<file path="src/rtl/audio_sdm2_out_if.sv">
// Sample input bus for audio_sdm2_out.
//   in_data  : {R, L} signed samples, L in [WIDTH-1:0]
//   in_valid : single-cycle sample strobe
//   in_ready : sink ready (constant 1 once out of reset)
// master = sample producer, slave = output stage.
interface audio_sdm2_out_if #(
  parameter int unsigned WIDTH = 16
) ();
  logic [2*WIDTH-1:0] in_data;
  logic               in_valid;
  logic               in_ready;

  modport master (output in_data, output in_valid, input in_ready);
  modport slave  (input in_data, input in_valid, output in_ready);
endinterface

</file>
<file path="src/rtl/audio_sdm2_out.sv">
// Stereo audio output stage: soft mute/unmute gain ramp followed by a
// second-order delta-sigma modulator per channel, driving two 1-bit pins.
//
// Ports:
//   clk, rst_n : clock, asynchronous active-low reset
//   in_if      : sample bus (slave) -- in_data {R, L}, in_valid, in_ready
//   enable     : 1 = play (ramp gain up), 0 = mute (ramp gain down)
//   muted      : 1 while the ramp sits in the muted state
//   gain       : current gain, unity = 2^GAIN_BITS
//   pdm        : registered 1-bit streams {R, L}
//
// Optional build macro AUDIO_SDM2_DITHER_EN: adds a 16-bit LFSR whose bit 0
// (as +/-1, inverted for R) is added to the quantiser decision input.
module audio_sdm2_out #(
  parameter int unsigned WIDTH     = 16,
  parameter int unsigned GAIN_BITS = 8,
  parameter int unsigned INT_GUARD = 4
) (
  input  logic                   clk,
  input  logic                   rst_n,
  audio_sdm2_out_if.slave        in_if,
  input  logic                   enable,
  output logic                   muted,
  output logic [GAIN_BITS:0]     gain,
  output logic [1:0]             pdm
);

  localparam int unsigned IW = WIDTH + INT_GUARD;       // integrator width
  localparam int unsigned SW = IW + 2;                  // headroom for sums
  localparam int unsigned PW = WIDTH + GAIN_BITS + 2;   // sample x gain product

  localparam logic [GAIN_BITS:0] Unity = {1'b1, {GAIN_BITS{1'b0}}};

  localparam logic signed [SW-1:0] IntMax = SW'(2 ** (IW - 2));
  localparam logic signed [SW-1:0] IntMin = -IntMax;
  localparam logic signed [SW-1:0] FbPos  = SW'(2 ** (WIDTH - 1));
  localparam logic signed [PW-1:0] SmpMax = PW'(2 ** (WIDTH - 1) - 1);
  localparam logic signed [PW-1:0] SmpMin = -SmpMax - PW'(1);

  typedef enum logic [1:0] {StMuted, StRampUp, StPlay, StRampDown} state_e;

  state_e                   state_q, state_d;
  logic [GAIN_BITS:0]       gain_q, gain_d;
  logic [2*WIDTH-1:0]       sample_q;
  logic [1:0][WIDTH-1:0]    scaled_q, scaled_d;
  logic [1:0][IW-1:0]       i1_q, i1_d, i2_q, i2_d;
  logic [1:0]               pdm_q, pdm_d;
  logic                     in_ready_q;
`ifdef AUDIO_SDM2_DITHER_EN
  logic [15:0]              lfsr_q, lfsr_d;
`endif

  // (sample * gain) >>> GAIN_BITS, floor rounding, clamped to the sample range.
  function automatic logic [WIDTH-1:0] scale(input logic signed [WIDTH-1:0] s,
                                             input logic [GAIN_BITS:0] g);
    logic signed [PW-1:0] prod;
    logic signed [PW-1:0] shifted;
    prod    = s * $signed({1'b0, g});
    shifted = prod >>> GAIN_BITS;
    if (shifted > SmpMax) return SmpMax[WIDTH-1:0];
    if (shifted < SmpMin) return SmpMin[WIDTH-1:0];
    return shifted[WIDTH-1:0];
  endfunction

  function automatic logic [IW-1:0] sat_int(input logic signed [SW-1:0] v);
    if (v > IntMax) return IntMax[IW-1:0];
    if (v < IntMin) return IntMin[IW-1:0];
    return v[IW-1:0];
  endfunction

  always_comb begin
    scaled_d = '0;
    for (int c = 0; c < 2; c++) begin
      scaled_d[c] = scale($signed(sample_q[c*WIDTH +: WIDTH]), gain_q);
    end
  end

  // Both integrators and the decision use the previous-cycle state.
  always_comb begin
    logic signed [SW-1:0] fb;
    logic signed [SW-1:0] dec;
`ifdef AUDIO_SDM2_DITHER_EN
    logic signed [SW-1:0] dith;
    lfsr_d = {lfsr_q[0] ^ lfsr_q[2] ^ lfsr_q[3] ^ lfsr_q[5], lfsr_q[15:1]};
`endif
    i1_d  = '0;
    i2_d  = '0;
    pdm_d = '0;
    for (int c = 0; c < 2; c++) begin
      fb      = pdm_q[c] ? FbPos : -FbPos;
      i1_d[c] = sat_int(SW'($signed(i1_q[c])) + SW'($signed(scaled_q[c])) - fb);
      i2_d[c] = sat_int(SW'($signed(i2_q[c])) + SW'($signed(i1_q[c])) - fb);
`ifdef AUDIO_SDM2_DITHER_EN
      dith    = (lfsr_q[0] ^ (c == 1)) ? SW'(1) : -SW'(1);
      dec     = SW'($signed(i2_q[c])) + dith;
`else
      dec     = SW'($signed(i2_q[c]));
`endif
      pdm_d[c] = (dec >= 0);
    end
  end

  // Gain moves one step per accepted sample; an enable change takes priority
  // over the step in the same cycle. Endpoint checks keep gain in range even
  // when the direction flips right at 0 or unity.
  always_comb begin
    state_d = state_q;
    gain_d  = gain_q;
    unique case (state_q)
      StMuted: begin
        if (enable) state_d = StRampUp;
      end
      StRampUp: begin
        if (!enable) begin
          state_d = StRampDown;
        end else if (gain_q == Unity) begin
          state_d = StPlay;
        end else if (in_if.in_valid) begin
          gain_d = gain_q + 1'b1;
          if (gain_q == Unity - 1'b1) state_d = StPlay;
        end
      end
      StPlay: begin
        if (!enable) state_d = StRampDown;
      end
      StRampDown: begin
        if (enable) begin
          state_d = StRampUp;
        end else if (gain_q == '0) begin
          state_d = StMuted;
        end else if (in_if.in_valid) begin
          gain_d = gain_q - 1'b1;
          if (gain_q == (GAIN_BITS+1)'(1)) state_d = StMuted;
        end
      end
      default: state_d = StMuted;
    endcase
  end

  always_ff @(posedge clk or negedge rst_n) begin
    if (!rst_n) begin
      state_q    <= StMuted;
      gain_q     <= '0;
      sample_q   <= '0;
      scaled_q   <= '0;
      i1_q       <= '0;
      i2_q       <= '0;
      pdm_q      <= '0;
      in_ready_q <= 1'b0;
`ifdef AUDIO_SDM2_DITHER_EN
      lfsr_q     <= 16'hACE1;
`endif
    end else begin
      state_q    <= state_d;
      gain_q     <= gain_d;
      if (in_if.in_valid) sample_q <= in_if.in_data;
      scaled_q   <= scaled_d;
      i1_q       <= i1_d;
      i2_q       <= i2_d;
      pdm_q      <= pdm_d;
      in_ready_q <= 1'b1;
`ifdef AUDIO_SDM2_DITHER_EN
      lfsr_q     <= lfsr_d;
`endif
    end
  end

  assign in_if.in_ready = in_ready_q;
  assign muted          = (state_q == StMuted);
  assign gain           = gain_q;
  assign pdm            = pdm_q;

endmodule

</file>
<file path="src/flat_wrapper.sv">
// flat-port wrapper written by rule: the top's interface ports become plain ports
module audio_sdm2_out_flat 
#(
  parameter int unsigned WIDTH     = 16,
  parameter int unsigned GAIN_BITS = 8,
  parameter int unsigned INT_GUARD = 4
)
  (clk, rst_n, enable, muted, gain, pdm, in_if_in_data, in_if_in_valid, in_if_in_ready);
  audio_sdm2_out_if #(.WIDTH(WIDTH)) in_if_i ();
  input  logic clk;
  input  logic rst_n;
  input  logic enable;
  output logic muted;
  output logic [GAIN_BITS:0] gain;
  output logic [1:0] pdm;
  input wire logic [$bits(in_if_i.in_data)-1:0] in_if_in_data;
  input wire logic [$bits(in_if_i.in_valid)-1:0] in_if_in_valid;
  output wire logic [$bits(in_if_i.in_ready)-1:0] in_if_in_ready;
  assign in_if_i.in_data = in_if_in_data;
  assign in_if_i.in_valid = in_if_in_valid;
  assign in_if_in_ready = in_if_i.in_ready;
  audio_sdm2_out #(.WIDTH(WIDTH), .GAIN_BITS(GAIN_BITS), .INT_GUARD(INT_GUARD)) u_core (.clk(clk), .rst_n(rst_n), .in_if(in_if_i), .enable(enable), .muted(muted), .gain(gain), .pdm(pdm));
endmodule
</file>
<file path="config.mk">
export PLATFORM = sky130hd
export DESIGN_NAME = audio_sdm2_out_flat
export DESIGN_NICKNAME = d
export VERILOG_FILES = /design/src/rtl/audio_sdm2_out_if.sv /design/src/rtl/audio_sdm2_out.sv /design/src/flat_wrapper.sv
export SDC_FILE = /design/constraint.sdc
export NUM_CORES = 1
export LEC_CHECK = 0
export CORE_MARGIN = 1.5
export CORE_UTILIZATION = 30
export DETAILED_ROUTE_END_ITERATION = 6
export GPL_TIMING_DRIVEN = 0
export HOLD_SLACK_MARGIN = 0.03
export PLACE_DENSITY = 0.46
export SETUP_SLACK_MARGIN = 0.02
export SLEW_MARGIN = 20
export SYNTH_ARGS = -nofsm -noshare
export SYNTH_HDL_FRONTEND = slang
export SYNTH_SLANG_ARGS = --single-unit
export TNS_END_PERCENT = 100
</file>
<file path="constraint.sdc">
create_clock -name clk -period 6.42 [get_ports clk]
set_input_delay 1.605 -clock clk [delete_from_list [all_inputs] [get_ports clk]]
set_output_delay 1.605 -clock clk [all_outputs]
set_load 0.01 [all_outputs]
</file>
# Yosys cells after proc, flatten, opt, wreduce, memory -nomap -nowiden
# Index checks and enable logic that the tools add are counted.
# op_classes
n_addsub,10
mul,2
reduce_logical,5
eq_ne,18
n_lt_le_gt_ge,14
n_mux,62
# op_table
operator,n
$mux 20,16
$mux 16,8
$gt 22x20->1 const B,4
$lt 22x19->1 const B,4
$sub 22x22->22,4
$mux 9,6
$mul 16x10->26,2
$mux 22,2
$add 20x16->21,2
$add 20x20->21,2
$ge 20x1->1 const B,2
$gt 18x16->1 const B,2
$lt 18x16->1 const B,2
$mux 2,10
$mux 1,18
$pmux 9 s2,1
$ne 2x2->1 const B,8
$add 9x1->9 const B,1
$eq 9x1->1 const B,1
$eq 9x8->1 const B,1
$eq 9x9->1 const B,1
$logic_not 9->1,1
$sub 9x1->9 const B,1
$ne 4x2->1 const B,2
8 further kinds,10
# totals
output_inout_bits,13
ff_bits,158

# Longest topological paths before layout
# depth
depth_word,7
mapped_depth,25

# Worst setup path before layout
# OpenSTA, ideal clock, no wires.
# synth_path
kind,register -> register
start,register u_core.gain_q[3] (netlist: u_core.gain[3])
end,register u_core.scaled_q[21] in the netlist's numbering
arrival_ns,6.120
path_stages_with_launch,24
setup_slack_ns,0.175
setup_ns,0.126
path_buffers,3
path_cell_list,dfrtp_1 -> clkbuf_1 -> buf_1 -> nand2_1 -> fa_1 -> inv_1 -> fa_1 -> inv_1 -> fa_1 -> inv_1 -> fa_1 -> inv_1 -> fa_1 -> inv_1 -> ha_1 -> or3_1 -> a211o_1 -> and4_1 -> o211a_1 -> o31a_1 -> or3_1 -> a31oi_1 -> buf_4 -> o21ai_1
# synth_lines
element,line,text
start: declaration,audio_sdm2_out.sv:43,"logic [GAIN_BITS:0] gain_q, gain_d;"
start signal: assignment,audio_sdm2_out.sv:155,gain_q <= gain_d;
end signal: assignment,audio_sdm2_out.sv:157,scaled_q <= scaled_d;
end: declaration,audio_sdm2_out.sv:45,"logic [1:0][WIDTH-1:0] scaled_q, scaled_d;"

==> run_results.csv <==
group,metric,value,unit
placed_design,dp_hpwl,41650,µm
timing,worst_pin_slew,0.8690,ns
setup_path,cp_cell_sequence,"buf_4, and2_1, fa_1, fa_1, inv_1, fa_1, inv_1, fa_1, inv_1, fa_1, inv_1, ha_1, or3_1, a211o_1, and4_2, o211a_1, o31a_1, or3_4, a31oi_4, buf_6, o21ai_1",
synthesis,ys.flop_type,"dfrtp_1",
setup_path,crit_type,"reg2reg",
grt,antenna_found_initial,0,
grt,use_met1,0.1996,
cts,cts_tree,"done",
routing,ant_nets,0,
setup_path,crit_path_max_fanout,10,
floorplanning,die_area,0.07037,mm²
placed_design,place_ws,-0.9843,ns
setup_path,r2r_end,"u_core.scaled_q[25]",
routing,viasPerCell,4.726,
grt,grt_max_degree,88,
grt,overflow,0,
cells_and_area,nets,2798,
floorplanning,die_h,265.3,µm
cts,cts_hold_buf,0,
synthesis,seq_area_frac_synth,0.1916,
routing,vias,15024,
run,maxCapViolCount,0,
synthesis,synth_common_cells,"358 x inv_1, 250 x fa_1, 219 x ha_1",
synthesis,async_flop_share,1.000,
setup_path,slowest_stage,"fa_1",
synthesis,syn_area_per_cell,9.238,µm²
cts,cts_buffers,17,
hold_path,hold_path_end,"u_core.pdm[1]",
cells_and_area,fillCellCount,6960,
cts,htreeDepth,4,
run_status,status,"finished, final reports clean",
routing,drc,0,
synthesis,netlist_instances,2234,
setup_path,required,6.80,ns
routing,dr.pass1.iters,5,
setup_path,rrSetupSlack,0.26,ns
timing,finClkSkew,0.01790,ns
grt,top_usage_layer,"met2",
cts,clkTransAtPathRegs,0.08,ns
setup_path,cpMostUsedCell,"fa_1",
cts,insertion_delay,0.49,ns
synthesis,synth_top_area_frac,0.2425,
synthesis,synth_edf_count,0,
grt,grtUsageMet2,0.2570,
synthesis,synth-seq-cells,158,
hold_path,hp-class,"reg2reg",
cells_and_area,drive_gt1_frac,0.07415,
synthesis,yosysWarnings,0,
cts,cts_root_buf,"clkbuf_16",
timing,fin_crit,6.161,ns
cts,cts_sinks,158,
setup_path,crit_path_end_kind,"flip-flop",
setup_path,r2r-start,"u_core.gain[6]",
floorplanning,io_pins,49,
timing,timing.slew.headroom,0.4207,
floorplanning,rows,95,
placed_design,gp_congestion,0.8228,
floorplanning,start_util,0.3051,
timing,hold_viol_final,0,
hold_path,hp-start,"u_core.i2_q[39]",
cts,cts.path.max_buffers,2,
setup_path,r2r_cells,21,
synthesis,synth.distinct_cells,83,
grt,grtUsageTotal,0.1523,
timing,rsz0062_at_grt,"no",
synthesis,yosys.cell_count.top_type,"inv_1",
timing,fmax,162.3,MHz
timing,setup_ws,0.2586,ns
timing,fin_crit_sh,0.9597,
setup_path,cp.arrival,6.54,ns
grt,grt_pass1_wl,84770,µm
floorplanning,die_x,265.3,µm
floorplanning,core_area,0.06763,mm²
routing,wl_per_cell,16.18,µm
synthesis,syn-cell-area,0.02064,mm²
synthesis,synth.area.top_cells,"fa_1 24%, dfrtp_1 19%, ha_1 13%",
routing,wirelength,51450,µm
setup_path,slowest_delay,0.54,ns
cells_and_area,syn2layout_area_growth,12.17,%
placed_design,io_buffers,46,
grt,met3_usage,0.02490,
cells_and_area,diodes,0,
grt,grt_pass1_vias,16304,
synthesis,synth_top_area_cell,"fa_1",
setup_path,critPathLaunchType,"flip-flop",
routing,first_iter_violations,694,
synthesis,synth_fp_nets,2739,
timing,drv_slew,0,
hold_path,timing.hold.worst_path_depth,1,
timing,finalSetupViolCount,0,
-- placed cells by master, fill, tap and decap left out, types with 8 or more instances in the layout --
cell and n:
dfrtp_1 150, nor2_1 108, o21ai_0 52, xor2_1 53, buf_4 25, nand4_1 18, nor3_1 24, clkbuf_1 13
a21o_1 77, mux2_2 34, a211oi_1 13, ha_1 218, o21bai_1 20, clkdlybuf4s50_1 45, dfrtp_2 8, nor4_1 10
o31ai_1 9, a31oi_1 9, o211ai_1 10, nand3_1 14, fa_1 249, o21a_1 17, a21oi_1 96, nand2_1 214
and3_1 14, xnor2_1 73, inv_1 358, nand2b_1 15, and2_1 141, nor2b_1 19, or3_1 15, clkbuf_16 17
-- registers in the layout (all words and copies together) (netlist names) --
register               flops
u_core.gain                9
u_core.i1_q               40
u_core.i2_q               40
u_core.in_if.in_ready      1
u_core.pdm                 2
u_core.sample_q           32
u_core.scaled_q           32
u_core.state_q             2
-- logic make-up after synthesis --
family	after synthesis	share of synthesized area
mux	42	0.02304
other cells	1	0.0001817
simple gates	627	0.1519
buf+inv	432	0.07954
flops	158	0.1916
compound gates	377	0.1241
xor+xnor	128	0.05432
fa+ha+maj	469	0.3753
-- worst max-delay path, delay by kind of cell, from the launching register on --
kind	cells	cell delay, ns
simple gates	4	1.14
flops	1	0.53
buf+inv	6	0.57
fa+ha+maj	6	2.73
compound gates	5	1.08
-- metal layers --
| metal | share of wire | routed length, µm | vias to the layer above |
|---|---|---|---|
| li1 | - | - | 7403 |
| met1 | 0.48 | 24640 | 7366 |
| met2 | 0.47 | 24230 | 205 |
| met3 | 0.029 | 1477 | 50 |
| met4 | 0.021 | 1097 | 0 |
| met5 | 0 | 0 | - |
-- repair_timing --
| action | 4_1_cts | 5_1_grt |
|---|---|---|
| setup endpoints to repair | 32 | 31 |
| cloned | 0 | 0 |
| setup buffers | 6 | 13 |
| pin swaps | 2 | 6 |
| resized for setup | 61 | 34 |
-- stage by stage --
step                hold WS (ns)  utilization  cells  setup TNS (ns)  cell area, µm²
floorplan                 0.4006            -   2234               0           20640
global placement          0.4154       0.3281   3153         -585.04           22190
detailed placement        0.4235       0.3286   3154          -23.91           22220
CTS                       0.4353       0.3399   3183               0           22990
global route              0.4456       0.3423   3179               0           23150
finish                    0.4336       0.3423   3179               0           23150
-- how the worst max path moves through the flow --
| stage | startpoint | slack (ns) | to | cells past startpoint |
|---|---|---|---|---|
| 6_report | u_core.gain[6] | 0.26 | u_core.scaled_q[25] | 21 |
| 5_1_grt | u_core.gain[4] | 0.02 | u_core.scaled_q[2] | 21 |
| 4_1_cts | u_core.sample_q[21] | 0.02 | u_core.scaled_q[25] | 22 |
| 3_5_place_dp | u_core.gain[3] | -0.98 | u_core.scaled_q[18] | 23 |
| 3_3_place_gp | rst_n | -3.59 | u_core.sample_q[26] | 1 |
| 2_1_floorplan | u_core.gain[3] | 0.17 | u_core.scaled_q[21] | 23 |
-- area by class of cell --
class	instances	area [µm²]	area share
buffer	48	331.6	0.01432
clock buffer	17	425.4	0.01838
clock inverter	15	185.2	0.008000
inverter	358	1344	0.05805
multi-input combinational	1644	15160	0.6548
sequential	158	3964	0.1712
tap	873	1092	0.04719
timing repair buffer	66	648.1	0.02800
Power is left out: the tool's default activity adds up to more than one toggle a clock period on the data nets, which glitch-free logic cannot reach.
